### config.mk
export PLATFORM = sky130hd
export DESIGN_NAME = sda_kernel_param_fetch
export DESIGN_NICKNAME = d
export VERILOG_FILES = /design/src/rtl/sda_kernel_param_fetch.sv
export SDC_FILE = /design/constraint.sdc
export NUM_CORES = 1
export LEC_CHECK = 0
export ABC_AREA = 0
export CAP_MARGIN = 0
export CORE_MARGIN = 5
export CORE_UTILIZATION = 29
export DETAILED_ROUTE_END_ITERATION = 6
export MAX_ROUTING_LAYER = met4
export PLACE_DENSITY = 0.61
export SYNTH_ARGS = -nofsm -noshare
export SYNTH_HDL_FRONTEND = slang
export SYNTH_SLANG_ARGS = --single-unit
### constraint.sdc
create_clock -name ap_clk -period 1.4 [get_ports ap_clk]
set_input_delay 0.28 -clock ap_clk [delete_from_list [all_inputs] [get_ports ap_clk]]
set_output_delay 0.28 -clock ap_clk [all_outputs]
set_load 0.01 [all_outputs]
### src/rtl/sda_kernel_param_fetch.sv
// Kernel parameter fetcher: on a run request, reads PARAM_COUNT words from
// parameter memory and then hands the run to the action core with the
// fetched words presented on params.
module sda_kernel_param_fetch #(
  parameter int unsigned PARAM_COUNT = 4,
  parameter logic [31:0] PARAM_BASE  = 32'h0000_0010
) (
  input  logic                        ap_clk,
  input  logic                        ap_rst_n,
  input  logic                        go_inReady,
  output logic                        go_inStop,
  output logic                        paramaddr_0Ready,
  output logic [31:0]                 paramaddr_0Data,
  input  logic                        paramaddr_0Stop,
  input  logic                        paramdata_0Ready,
  input  logic [31:0]                 paramdata_0Data,
  output logic                        paramdata_0Stop,
  output logic                        go_outReady,
  input  logic                        go_outStop,
  output logic [32*PARAM_COUNT-1:0]   params,
  output logic                        busy
);

  localparam int unsigned WORD_W = 32;
  localparam int unsigned CNT_W  = $clog2(PARAM_COUNT + 1);
  localparam logic [CNT_W-1:0] CNT_MAX  = CNT_W'(PARAM_COUNT);
  localparam logic [CNT_W-1:0] CNT_LAST = CNT_W'(PARAM_COUNT - 1);

  typedef enum logic [1:0] {
    IDLE   = 2'd0,
    FETCH  = 2'd1,
    LAUNCH = 2'd2
  } state_t;

  state_t            state_q, state_d;
  logic [CNT_W-1:0]  addr_cnt_q, addr_cnt_d;
  logic [CNT_W-1:0]  data_cnt_q, data_cnt_d;

  logic              go_xfer, addr_xfer, data_xfer, out_xfer;

  logic              go_in_stop_d;
  logic              addr_valid_d;
  logic [31:0]       addr_d;
  logic              data_stop_d;
  logic              go_out_d;
  logic              busy_d;

  // Handshake completions, qualified by the registered Ready/Stop outputs
  assign go_xfer   = go_inReady       & ~go_inStop;
  assign addr_xfer = paramaddr_0Ready & ~paramaddr_0Stop;
  assign data_xfer = paramdata_0Ready & ~paramdata_0Stop;
  assign out_xfer  = go_outReady      & ~go_outStop;

  // Next-state, counter updates and next values of every registered output
  always_comb begin
    state_d    = state_q;
    addr_cnt_d = addr_cnt_q;
    data_cnt_d = data_cnt_q;

    case (state_q)
      IDLE: begin
        if (go_xfer) begin
          state_d    = FETCH;
          addr_cnt_d = '0;
          data_cnt_d = '0;
        end
      end
      FETCH: begin
        if (addr_xfer) begin
          addr_cnt_d = addr_cnt_q + CNT_W'(1);
        end
        if (data_xfer) begin
          data_cnt_d = data_cnt_q + CNT_W'(1);
          if (data_cnt_q == CNT_LAST) begin
            state_d = LAUNCH;
          end
        end
      end
      LAUNCH: begin
        if (out_xfer) begin
          state_d = IDLE;
        end
      end
      default: begin
        state_d = IDLE;
      end
    endcase

    go_in_stop_d = (state_d != IDLE);
    busy_d       = (state_d != IDLE);
    go_out_d     = (state_d == LAUNCH);
    addr_valid_d = (state_d == FETCH) && (addr_cnt_d < CNT_MAX);
    addr_d       = PARAM_BASE + (WORD_W'(addr_cnt_d) << 2);
    data_stop_d  = !((state_d == FETCH) && (data_cnt_d < CNT_MAX));
  end

  // State and counter registers
  always_ff @(posedge ap_clk) begin
    if (!ap_rst_n) begin
      state_q    <= IDLE;
      addr_cnt_q <= '0;
      data_cnt_q <= '0;
    end else begin
      state_q    <= state_d;
      addr_cnt_q <= addr_cnt_d;
      data_cnt_q <= data_cnt_d;
    end
  end

  // Registered handshake outputs, decoded from the next state
  always_ff @(posedge ap_clk) begin
    if (!ap_rst_n) begin
      go_inStop        <= 1'b0;
      busy             <= 1'b0;
      go_outReady      <= 1'b0;
      paramaddr_0Ready <= 1'b0;
      paramaddr_0Data  <= '0;
      paramdata_0Stop  <= 1'b1;
    end else begin
      go_inStop        <= go_in_stop_d;
      busy             <= busy_d;
      go_outReady      <= go_out_d;
      paramaddr_0Ready <= addr_valid_d;
      paramaddr_0Data  <= addr_d;
      paramdata_0Stop  <= data_stop_d;
    end
  end

  // Parameter words: each data transfer overwrites only the slot it fills
  always_ff @(posedge ap_clk) begin
    if (!ap_rst_n) begin
      params <= '0;
    end else if (data_xfer) begin
      for (int i = 0; i < int'(PARAM_COUNT); i++) begin
        if (data_cnt_q == CNT_W'(i)) begin
          params[WORD_W*i +: WORD_W] <= paramdata_0Data;
        end
      end
    end
  end

endmodule
# == Word level (Yosys, flattened, before mapping) ==
# Index checks and enable logic that the tools add are counted.
# op_classes
reduce_logical,10
addsub,3
bitwise_logic,8
order_cmp,2
eq_ne,7
muxes,11
# ops
cell,n
$mux 3,4
$pmux 3 s2,2
$mux 2,4
$reduce_and 2->1,4
$add 3x1->3 const B,2
$add 5x5->6 const A,1
$eq 3x2->1 const B,2
$lt 3x3->1 const B,2
$pmux 2 s3,1
$and 1x1->1,4
$eq 2x1->1 const B,2
$eq 2x2->1 const B,2
$not 1->1,4
$eq 3x1->1 const B,1
$logic_not 3->1,1
$logic_and 1x1->1,2
$logic_not 2->1,1
$reduce_bool 2->1,1
$logic_not 1->1,1
# word_totals
reg_bits,172
out_inout_bits,165
wordCells,53

# == Depth between registers and ports, before layout ==
# depth
word_depth,7
ltp_mapped,7

# == Worst setup path before layout ==
# No wires, ideal clock.
# synth_path
path_kind,flip-flop to flip-flop
startpoint,reg data_cnt_q[0]
endpoint,reg paramdata_0Stop
required_ns,1.265
path_stages_with_launch,7
slack_ns,-0.028
arrival_time_ns,1.293
synth_period_minus_slack_ns,1.428
cell_sequence,dfxtp_1 -> ha_1 -> ha_1 -> and3b_1 -> buf_2 -> a211oi_1 -> o211ai_1
# synth_via
elab_chain_len,7
word_cells_on_any_way,12
cone_classes,add/sub (1); order compare (1); eq/ne (2); mux (6); reduce/logical (2)
# synth_rtl
item,line,rtl
from (decl),37,"logic [CNT_W-1:0] data_cnt_q, data_cnt_d;"
from (signal assigned),106,data_cnt_q <= data_cnt_d;
"parallel branches: the longest is 5 deep, another holds $add 3x1->3",-,
$logic_and 1x1->1 *,94,data_stop_d = !((state_d == FETCH) && (data_cnt_d < CNT_MAX));
$logic_not 1->1 *,94,
to (signal assigned),125,paramdata_0Stop <= data_stop_d;
to (decl),17,"output logic paramdata_0Stop,"
# Every way passes the cells marked *.
# A chain may end at the register's enable or synchronous reset.

# == Final worst setup path ==
# layout_path
startpoint,reg data_cnt_q[0]
endpoint,reg params[23]
# layout_via
elab_chain_len,2
# layout_rtl
item,line,rtl
$logic_not 3->1,135,if (data_cnt_q == CNT_W'(i)) begin
$reduce_and 2->1 (no source line),-,
"to (signal, indexed assignment)",136,params[WORD_W*i +: WORD_W] <= paramdata_0Data;
to (decl),20,"output logic [32*PARAM_COUNT-1:0] params,"
# No other way between the ends.

==> impl_metrics.tcl <==
set metrics [dict create \
    status "finished with violations" \
    violations "negative setup slack" \
    rsz0062_at_grt "true" \
    crit_path_start_kind "flop" \
    start_util 0.296 \
    clock_latency_ns 0.42 \
    drive_gt1_frac 0.315 \
    cap_violations 0 \
    critPathKind "flop to flop" \
    leakage_nw 4.09 \
    ys_warn_count 0 \
    muxShareOfSynthArea 0 \
    final.setup.worst_slack_ns -0.0928 \
    critPathBufInv 4 \
    cts_tree "built" \
    clk_pin_slew_ns 0.06 \
    fmax_mhz 670 \
    die_w_um 146 \
    period_needed_ns 1.49 \
    drv_slew 0 \
    synth_seq_cells 141 \
    antenna_cells 0 \
    synth-xor-area-share 0 \
    root_buffer "clkbuf_16" \
    grt_overflow_total 0 \
    pin_count 203 \
    crit_chain "buf_6, inv_6, ha_4, and4bb_4, buf_12, clkbuf_16, nand2_1, a21oi_1" \
    io_buffers 174 \
    max_stage_delay_ns 0.32 \
    hold_violations 0 \
    synth_top_family_by_area "simple AND/OR/NAND/NOR gates" \
    rows 49 \
    place_hpwl_um 11800 \
    yosysSeqAreaShare 0.529 \
    core_area_um2 18000 \
    dieArea_um2 21200 \
    hp-class "flop to flop" \
    grt_start_max_net_pins 49 \
    fillers 1715 \
    clock_path_buffers 2 \
    gp_congestion 0.781 \
    htree_levels 4 \
    finalWirelength_um 19100 \
    whs_ns 0.450 \
    crit_path_top_delay_cell "dfxtp_2" \
    syn_to_final_growth_pct 73.8 \
    dr.pass1.iters 4 \
    grt_use_total 0.167 \
    finalSetupTns_ns -5.25 \
    utilization 0.515 \
    cts_hold_buf 0 \
    vias 5129 \
    finClkSkew_ns 0.00911 \
    wl_per_cell_um 17.4 \
    cts_made_buffers 17 \
    drc 0 \
    ant_nets 0 \
    synthSimpleGateAreaFrac 0.228 \
    finalSetupViolations 115 \
    critPathTopFamily "buffers and inverters" \
    grt_pass1_vias 4789 \
    crit_path_max_fanout 7 \
    die_y_um 146 \
    synth_ff_type "dfxtp_1" \
    ir_drop_mv 0.812 \
    netlist-cell-type-count 30 \
    antenna_found_initial 0 \
    grt_pass1_wl_um 27600 \
    cp-end-kind "flop" \
    synth_cells 662 \
    synth-compound-area-share 0.138 \
    drt_iter0_drc 199 \
    synth_edf_count 0 \
    synthArstFlopShare 0 \
    synth_area_um2 5340 \
    final_nets 903 \
    synthAdderAreaFrac 0.0141 \
    power.density_nw_per_um2 1050 \
    syn_avg_cell_area_um2 8.07 \
    fin_crit_sh 1.07 \
    cts_sinks 141 \
    vias_per_cell 4.66 \
    arrival_ns 1.84 \
    cp.required_ns 1.75 \
]
## final timing paths
check	startpoint	end	slack (ns)	cells after the start
worst min register to register	params[1]$_SDFFE_PN0P_	params[1]$_SDFFE_PN0P_	0.45	2
worst max-delay path	data_cnt_q[0]$_SDFFE_PN0P_	params[23]$_SDFFE_PN0P_	-0.09	8
worst max register to register	data_cnt_q[0]$_SDFFE_PN0P_	params[23]$_SDFFE_PN0P_	-0.09	8
worst min-delay path	params[1]$_SDFFE_PN0P_	params[1]$_SDFFE_PN0P_	0.45	2
## per-stage QoR
step           std cells  worst slack [ns]  area [µm²]  power (mW)
6_report            1101           -0.0928        9280        9.78
5_1_grt             1101            -0.148        9280        10.1
4_1_cts             1092           -0.0494        8240        9.74
3_5_place_dp        1050            -0.330        7460        4.85
3_3_place_gp        1050            -0.269        7460        4.84
2_1_floorplan        689           0.00987        5460        4.52
## layout by cell type (no fill, tap or decap), types with 9 or more instances in the layout
cell,n
a21oi_2,84
a21oi_1,52
nand2_2,11
dfxtp_1,135
nand2_4,66
clkdlybuf4s50_1,37
buf_6,11
conb_1,28
dlygate4sd2_1,125
clkdlybuf4s15_1,9
buf_12,17
nand2_1,183
buf_4,18
clkbuf_16,23
## state kept, by name, summed over array words and instances (netlist names), named ones only
signal,cells
busy,1
data_cnt_q,3
state_q,2
paramaddr_0Data,2
params,128
go_outReady,1
paramdata_0Stop,1
paramaddr_0Ready,1
## kinds of logic (layout without fill, tap and decap cells)
kind of cell / Yosys count / count (layout)
AO/OA/AOI/OAI: 143 / 143
adder cells (fa/ha/maj): 6 / 6
buffers and inverters: 82 / 265
flip-flops: 141 / 141
other: 1 / 28
AND/OR/NAND/NOR: 289 / 289
## synth_stat cells, types with 2 or more instances
master     instances  area (µm²)
nand3b_1           3        22.5
nand4bb_1          3        33.8
inv_1              4        15.0
nand3_1            5        25.0
dfxtp_1          141        2820
a211oi_1           2        15.0
buf_2             17        85.1
clkbuf_1          21        78.8
nand2_1          260         976
a21oi_1          136         681
ha_1               6        75.1
buf_4             38         285
and4bb_2           5        62.6
nand2b_1           5        31.3
## metal layers
layer / wire, µm / GRT usage
met5: 0 / -
met4: 253 / 0.0471
met3: 1300 / 0.0610
met2: 9180 / 0.262
met1: 8400 / 0.202
## where the power goes
group | switching [mW] | internal (mW) | total, mW
Combinational | 0.465 | 0.351 | 0.816
Clock | 1.72 | 3.13 | 4.86
Sequential | 0.0420 | 4.07 | 4.11
Total | 2.23 | 7.55 | 9.78
## area by class of cell
| class | count | area, µm² | area share |
|---|---|---|---|
| Clock buffer | 23 | 478 | 0.0515 |
| Timing Repair Buffer | 229 | 2400 | 0.258 |
| Multi-Input combinational cell | 466 | 3100 | 0.334 |
| Clock inverter | 9 | 158 | 0.0170 |
| Inverter | 4 | 27.5 | 0.00297 |
| Sequential cell | 141 | 2830 | 0.305 |
| Tap cell | 229 | 287 | 0.0309 |
## worst register-to-register path, cell delays in order, from the launching register on
cell,delay (ns)
dfxtp_2,0.32
buf_6,0.13
inv_6,0.07
ha_4,0.13
and4bb_4,0.30
buf_12,0.13
clkbuf_16,0.17
nand2_1,0.06
a21oi_1,0.12
## timing repair
action,4_1_cts,5_1_grt
gates resized for setup,173,254
setup endpoints to repair,267,137
gates cloned,5,8
buffers inserted,5,4
pin swaps,4,102
Note: power is estimated with default switching activity, not from simulation.
